<file path="src/rtl/toy_bus_arb_rr_req_2to1_if.sv">
// One ToyBusReq request channel: valid/ready handshake plus the 77-bit request payload.
// The master drives valid and payload, and the slave answers with ready.
interface toy_bus_arb_rr_req_2to1_if;
   logic        vld;
   logic        rdy;
   logic [31:0] addr;
   logic [3:0]  strb;
   logic [31:0] data;
   logic        opcode;
   logic [3:0]  src_id;
   logic [3:0]  tgt_id;

   modport master (
      output vld, addr, strb, data, opcode, src_id, tgt_id,
      input  rdy
   );

   modport slave (
      input  vld, addr, strb, data, opcode, src_id, tgt_id,
      output rdy
   );
endinterface

</file>
<file path="src/rtl/toy_bus_arb_rr_req_2to1.sv">
// Two-input round-robin arbiter merging two ToyBusReq streams into one registered forward slice.
// The priority pointer moves only when a transfer is accepted, so a stalled output keeps the current turn.
module toy_bus_arb_rr_req_2to1 #(
   parameter bit RESET_PRIO = 1'b0
) (
   input  logic                             clk,
   input  logic                             rst,
   toy_bus_arb_rr_req_2to1_if.slave         in0,
   toy_bus_arb_rr_req_2to1_if.slave         in1,
   toy_bus_arb_rr_req_2to1_if.master        out0
);

   typedef struct packed {
      logic [31:0] addr;
      logic [3:0]  strb;
      logic [31:0] data;
      logic        opcode;
      logic [3:0]  src_id;
      logic [3:0]  tgt_id;
   } payload_t;

   logic     out_vld_q, out_vld_d;
   payload_t payload_q, payload_d;
   logic     prio_q, prio_d;

   payload_t pl0, pl1;
   logic     slot_free;
   logic     gnt0, gnt1;
   logic     rdy0, rdy1;
   logic     acc0, acc1;

   assign pl0 = '{addr: in0.addr, strb: in0.strb, data: in0.data,
                  opcode: in0.opcode, src_id: in0.src_id, tgt_id: in0.tgt_id};
   assign pl1 = '{addr: in1.addr, strb: in1.strb, data: in1.data,
                  opcode: in1.opcode, src_id: in1.src_id, tgt_id: in1.tgt_id};

   always_comb begin
      // NOTE: every signal written here gets a value before any branch, so no latch is inferred.
      out_vld_d = out_vld_q;
      payload_d = payload_q;
      prio_d    = prio_q;

      // The slice can take a beat when it is empty or is being drained this cycle.
      slot_free = !out_vld_q || out0.rdy;
      gnt0      = in0.vld && (!in1.vld || !prio_q);
      gnt1      = in1.vld && (!in0.vld ||  prio_q);
      rdy0      = gnt0 && slot_free && !rst;
      rdy1      = gnt1 && slot_free && !rst;
      acc0      = in0.vld && rdy0;
      acc1      = in1.vld && rdy1;

      if (acc0) begin
         out_vld_d = 1'b1;
         payload_d = pl0;
         prio_d    = 1'b1;
      end else if (acc1) begin
         out_vld_d = 1'b1;
         payload_d = pl1;
         prio_d    = 1'b0;
      end else if (out0.rdy) begin
         out_vld_d = 1'b0;
      end
   end

   assign in0.rdy = rdy0;
   assign in1.rdy = rdy1;

   always_ff @(posedge clk) begin
      // NOTE: state flops use non-blocking assignments so every flop samples pre-edge values.
      // The payload register is reset as well, so out0 reads all-zero after reset, not stale data.
      if (rst) begin
         out_vld_q <= 1'b0;
         payload_q <= '0;
         prio_q    <= RESET_PRIO;
      end else begin
         out_vld_q <= out_vld_d;
         payload_q <= payload_d;
         prio_q    <= prio_d;
      end
   end

   assign out0.vld    = out_vld_q;
   assign out0.addr   = payload_q.addr;
   assign out0.strb   = payload_q.strb;
   assign out0.data   = payload_q.data;
   assign out0.opcode = payload_q.opcode;
   assign out0.src_id = payload_q.src_id;
   assign out0.tgt_id = payload_q.tgt_id;

endmodule

</file>
<file path="src/flat_wrapper.sv">
// flat-port wrapper written by rule: the top's interface ports become plain ports
module toy_bus_arb_rr_req_2to1_flat 
#(
   parameter bit RESET_PRIO = 1'b0
)
  (clk, rst, in0_vld, in0_addr, in0_strb, in0_data, in0_opcode, in0_src_id, in0_tgt_id, in0_rdy, in1_vld, in1_addr, in1_strb, in1_data, in1_opcode, in1_src_id, in1_tgt_id, in1_rdy, out0_vld, out0_addr, out0_strb, out0_data, out0_opcode, out0_src_id, out0_tgt_id, out0_rdy);
  toy_bus_arb_rr_req_2to1_if in0_i ();
  toy_bus_arb_rr_req_2to1_if in1_i ();
  toy_bus_arb_rr_req_2to1_if out0_i ();
  input  logic clk;
  input  logic rst;
  input wire logic [$bits(in0_i.vld)-1:0] in0_vld;
  input wire logic [$bits(in0_i.addr)-1:0] in0_addr;
  input wire logic [$bits(in0_i.strb)-1:0] in0_strb;
  input wire logic [$bits(in0_i.data)-1:0] in0_data;
  input wire logic [$bits(in0_i.opcode)-1:0] in0_opcode;
  input wire logic [$bits(in0_i.src_id)-1:0] in0_src_id;
  input wire logic [$bits(in0_i.tgt_id)-1:0] in0_tgt_id;
  output wire logic [$bits(in0_i.rdy)-1:0] in0_rdy;
  input wire logic [$bits(in1_i.vld)-1:0] in1_vld;
  input wire logic [$bits(in1_i.addr)-1:0] in1_addr;
  input wire logic [$bits(in1_i.strb)-1:0] in1_strb;
  input wire logic [$bits(in1_i.data)-1:0] in1_data;
  input wire logic [$bits(in1_i.opcode)-1:0] in1_opcode;
  input wire logic [$bits(in1_i.src_id)-1:0] in1_src_id;
  input wire logic [$bits(in1_i.tgt_id)-1:0] in1_tgt_id;
  output wire logic [$bits(in1_i.rdy)-1:0] in1_rdy;
  output wire logic [$bits(out0_i.vld)-1:0] out0_vld;
  output wire logic [$bits(out0_i.addr)-1:0] out0_addr;
  output wire logic [$bits(out0_i.strb)-1:0] out0_strb;
  output wire logic [$bits(out0_i.data)-1:0] out0_data;
  output wire logic [$bits(out0_i.opcode)-1:0] out0_opcode;
  output wire logic [$bits(out0_i.src_id)-1:0] out0_src_id;
  output wire logic [$bits(out0_i.tgt_id)-1:0] out0_tgt_id;
  input wire logic [$bits(out0_i.rdy)-1:0] out0_rdy;
  assign in0_i.vld = in0_vld;
  assign in0_i.addr = in0_addr;
  assign in0_i.strb = in0_strb;
  assign in0_i.data = in0_data;
  assign in0_i.opcode = in0_opcode;
  assign in0_i.src_id = in0_src_id;
  assign in0_i.tgt_id = in0_tgt_id;
  assign in0_rdy = in0_i.rdy;
  assign in1_i.vld = in1_vld;
  assign in1_i.addr = in1_addr;
  assign in1_i.strb = in1_strb;
  assign in1_i.data = in1_data;
  assign in1_i.opcode = in1_opcode;
  assign in1_i.src_id = in1_src_id;
  assign in1_i.tgt_id = in1_tgt_id;
  assign in1_rdy = in1_i.rdy;
  assign out0_vld = out0_i.vld;
  assign out0_addr = out0_i.addr;
  assign out0_strb = out0_i.strb;
  assign out0_data = out0_i.data;
  assign out0_opcode = out0_i.opcode;
  assign out0_src_id = out0_i.src_id;
  assign out0_tgt_id = out0_i.tgt_id;
  assign out0_i.rdy = out0_rdy;
  toy_bus_arb_rr_req_2to1 #(.RESET_PRIO(RESET_PRIO)) u_core (.clk(clk), .rst(rst), .in0(in0_i), .in1(in1_i), .out0(out0_i));
endmodule
</file>
<file path="config.mk">
export PLATFORM = sky130hd
export DESIGN_NAME = toy_bus_arb_rr_req_2to1_flat
export DESIGN_NICKNAME = d
export VERILOG_FILES = /design/src/rtl/toy_bus_arb_rr_req_2to1_if.sv /design/src/rtl/toy_bus_arb_rr_req_2to1.sv /design/src/flat_wrapper.sv
export SDC_FILE = /design/constraint.sdc
export NUM_CORES = 1
export LEC_CHECK = 0
export BUFFER_PORTS_ARGS = -buffer_cell sky130_fd_sc_hd__buf_2
export CAP_MARGIN = 20
export CORE_ASPECT_RATIO = 0.7
export CORE_UTILIZATION = 48
export CTS_CLUSTER_SIZE = 25
export DETAILED_ROUTE_END_ITERATION = 12
export PLACE_DENSITY = 0.91
export RECOVER_POWER = 25
export SLEW_MARGIN = 20
export SYNTH_ARGS = -nofsm -noshare
export SYNTH_HDL_FRONTEND = slang
export SYNTH_SLANG_ARGS = --single-unit
</file>
<file path="constraint.sdc">
create_clock -name clk -period 4.43 [get_ports clk]
set_input_delay 0.443 -clock clk [delete_from_list [all_inputs] [get_ports clk]]
set_output_delay 0.443 -clock clk [all_outputs]
set_load 0.01 [all_outputs]
</file>
* Yosys cells after proc, flatten, opt, wreduce, memory -nomap -nowiden
Cells that the tools add are included.
Widths: inputs -> output; s select.
** Word-level totals
- Register bits :: 79
- Input bits :: 159
- Output and inout port bits :: 80
- Logic and storage cells :: 33
** Cells by class
- Multiplexer cells :: 7
- Reductions and logical operators :: 18
** Operator list (number)
- $mux 77 :: 2
- $logic_and 1x1->1 :: 8
- $logic_not 1->1 :: 5
- $mux 1 :: 5
- $logic_or 1x1->1 :: 3
- $reduce_bool 3->1 :: 1
- $reduce_bool 2->1 :: 1

* Depth between registers and ports, before layout
- Depth in word-level cells :: 8
- Depth in mapped cells :: 7
- Gate-level depth less buffers :: 3

* Worst setup path after synthesis
Ideal clock, no wire load.
- Path type :: in2out
- From :: in out0_rdy
- To :: out in1_rdy
- Arrival time :: 1.475 ns
- Data required time :: 3.987 ns
- Slack :: 2.512 ns
- Stages on the path :: 4
- Buffers on the path :: 2
- Cell sequence :: nor2b_1 -> buf_2 -> clkbuf_1 -> a2111oi_0
** On the way
- Cells in the longest elaborated chain, start to end :: 3
** RTL lines
- from (decl) :: line flat_wrapper.sv:35 : input wire logic [$bits(out0_i.rdy)-1:0] out0_rdy;
- $logic_or 1x1->1 :: line toy_bus_arb_rr_req_2to1.sv:44 : slot_free = !out_vld_q || out0.rdy;
- $logic_and 1x1->1 (2 in series) :: line toy_bus_arb_rr_req_2to1.sv:48 : rdy1 = gnt1 && slot_free && !rst;
- to (decl) :: line flat_wrapper.sv:27 : output wire logic [$bits(in1_i.rdy)-1:0] in1_rdy;
No other way between the ends.

* Worst setup path after layout
- From :: in rst
- To :: out in0_rdy
** On the way
- Cells in the longest elaborated chain, start to end :: 2
** RTL lines
- from (decl) :: line flat_wrapper.sv:11 : input logic rst;
- $logic_not 1->1 :: line toy_bus_arb_rr_req_2to1.sv:47 : rdy0 = gnt0 && slot_free && !rst;
- $logic_and 1x1->1 :: line toy_bus_arb_rr_req_2to1.sv:47
- to (decl) :: line flat_wrapper.sv:19 : output wire logic [$bits(in0_i.rdy)-1:0] in0_rdy;
No other way between the ends.

==> flow_summary_export.csv <==
group,metric,value,unit
outcome,status,"finished clean",
synth,synth-simple-area-share,12.1,%
floorplan,die_w,115,um
timing,fin_crit_sh,60.2,%
clock_tree,clockBufferDepth,2,
drt,vias,5310,
finish,n_antenna_cell,0,
worst_setup_path,cp-start-kind,"input pin",
floorplan,die_h,81.4,um
place,portBuffers,238,
worst_setup_path,cp.required,3.99,ns
clock_tree,cts_resized,0,
place,hpwlAfterDp,9.01,mm
synth,synth-xor-area-share,0,%
synth,syn_area,4320,um^2
clock_tree,holdBufCountCts,0,
synth,synthMuxAreaShare,0,%
timing,tightest_slew,1.15,ns
synth,synth_most_common_cell,"dfxtp_1",
run,cap_viol_max_count,0,
worst_setup_path,cp.arrival,2.23,ns
synth,synth.largest_area_cell,"dfxtp_1",
synth,synth_top_area_share,36.6,%
worst_setup_path,cp_max_fo,95,
drt,wl_per_cell,19.0,um
drt,drtIter0Drc,776,
global_route,gr-total-overflow,0,
synth,synth_top_family_by_area,"compound AO/OA/AOI/OAI gates",
worst_setup_path,reg2reg_depth,4,
floorplan,core,8580,um^2
global_route,antenna_found_initial,0,
worst_setup_path,worstSetupPathType,"in -> out",
place,place_ws,1.57,ns
clock_tree,cts_tree,"done",
synth,synth_flop_cell,"dfxtp_1",
timing,rsz0062_at_grt,"no",
finish,syn_to_final_growth,28.8,%
power_and_ir_drop,powerDensity,356,nW/um^2
finish,fin_nets,816,
worst_setup_path,cp_top_family,"buffers and inverters",
clock_tree,clk_latency,0.33,ns
synth,synth_warnings,0,
global_route,grt_pass1_wl,22.0,mm
clock_tree,cts.sinks,79,
global_route,grt_max_degree,106,
timing,setup_viol,0,
clock_tree,path_clk_slew,0.06,ns
synth,synth_compound_area_share,41.2,%
drt,wl,14.9,mm
place,place_congestion,0.801,
worst_setup_path,path_cells,"buf_4, buf_4, nor3_1, buf_2",
worst_setup_path,critPathSlowestCell,"buf_4",
drt,vias_per_cell,6.79,
synth,synth_fa_ha_area_share,0,%
synth,ys_types,21,
power_and_ir_drop,p_leak,0.00214,uW
floorplan,initial_utilization,50.3,%
synth,synth_edf_count,0,
floorplan,rows,28,
synth,async_flop_share,0,%
synth,syn_avg_cell_area,8.71,um^2
worst_setup_path,critical_path_depth,4,
global_route,grt.total_usage,29.4,%
drt,firstDrtPassIters,5,
floorplan,io_pins,239,
timing,clock.fmax,375,MHz
timing,tns,0,ns
timing,slew_viol_final,0,
finish,layout-drive-gt1-share,34.6,%
synth,ys_ff_latch,79,
timing,fin_crit,2.67,ns
clock_tree,numCtsBuffers,9,
synth,synthTopCellsByCount,"79 x dfxtp_1, 77 x a311oi_1, 77 x a31oi_1, 77 x nand4_1, 77 x o31ai_1",
timing,clock_skew,0.00552,ns
synth,syn_inst,496,
power_and_ir_drop,ir_drop,0.000219,V
worst_hold_path,hold_class,"in -> reg",
synth,synth_fp_nets,655,
clock_tree,post_cts_buffers,0,
global_route,grt_pass1_vias,4525,
timing,slew-limit-headroom,23.4,%
finish,utilization,64.8,%
drt,route.detailed.drc,0,
worst_setup_path,cp_slowest_stage_delay,0.67,ns
power_and_ir_drop,report.power.total,1980,uW
worst_setup_path,end_kind,"output port",
synth,synth_area_leaders,"dfxtp_1 37%, a311oi_1 16%, o31ai_1 13%",
floorplan,dieArea,9390,um^2
timing,timing.hold.ws,0.393,ns
synth,seq_area_frac_synth,36.6,%
worst_setup_path,crit_buf_inv,3,
worst_setup_path,crit_top_cell,"buf_4",
worst_hold_path,hold_depth,3,
drt,ant_nets,0,
timing,finalHoldViolCount,0,
clock_tree,cts_root_buf,"clkbuf_16",
timing,fin_ws,1.76,ns
clock_tree,h-tree-depth,3,
[path summary, 6_finish.rpt]
kind,from,slack (ns),endpoint
worst max-delay path,rst,1.76,in0_rdy
worst min-delay path,in1_addr[6],0.39,u_core.out0.addr[6]
worst max register to register,u_core.out0.vld,2.00,u_core.out0.data[1]
worst min register to register,u_core.out0.addr[11],0.55,u_core.out0.addr[11]
[layout by cell type (no fill, tap or decap), drive strengths merged, types with 2 or more instances in the layout]
master	instances
a31oi	77
nand4	77
clkinv	3
nand2b	2
o31ai	77
clkbuf	52
a311oi	77
buf	206
dfxtp	79
inv	3
[logic make-up (layout without fill, tap and decap cells)]
logic type             Yosys count  after routing
AOI/OAI and AO/OA              236            236
buffers and inverters           98            264
and+or+nand+nor                 83             83
DFF                             79             79
[layout make-up]
| class | instances | area [um^2] |
|---|---|---|
| clock buffer | 13 | 280 |
| clock inverter | 3 | 15.0 |
| fill | 751 | 3020 |
| inverter | 3 | 13.8 |
| multi-input combinational | 319 | 2320 |
| sequential | 79 | 1580 |
| tap | 120 | 150 |
| timing repair buffer | 245 | 1200 |
[through the flow]
step	cell area (um^2)	instances
global route	5560	782
floorplan	4320	496
finish	5560	782
detailed placement	5320	766
CTS	5610	782
global placement	5320	766
[registers in the layout, indices dropped and copies added (netlist names)]
name	count
u_core.out0.vld	1
u_core.out0.src_id	4
u_core.out0.strb	4
u_core.out0.opcode	1
u_core.out0.addr	32
u_core.out0.tgt_id	4
u_core.prio_q	1
u_core.out0.data	32
[where the power goes]
group,switching (uW),internal (uW),leakage [uW]
clock network,287,438,0.000151
logic,275,174,0.00134
registers,34.4,771,0.000654
[per-layer routing]
metal  part of all wire [%]  vias up  wire (um)  track usage, %
met4                    1.7        0        253            10.9
li1                       -     2435          -               -
met5                      0        -          0               0
met2                     48      365       7210            48.3
met3                    8.9       30       1330            6.87
met1                     41     2480       6090            37.7
[worst reg2reg max path: cells and delay by family, from the launching register on]
family	cells	cell delay [ns]
buf+inv	1	0.78
simple gates	1	0.60
compound gates	2	0.58
flops	1	0.36
No activity file was read; power rests on OpenSTA's default activity.
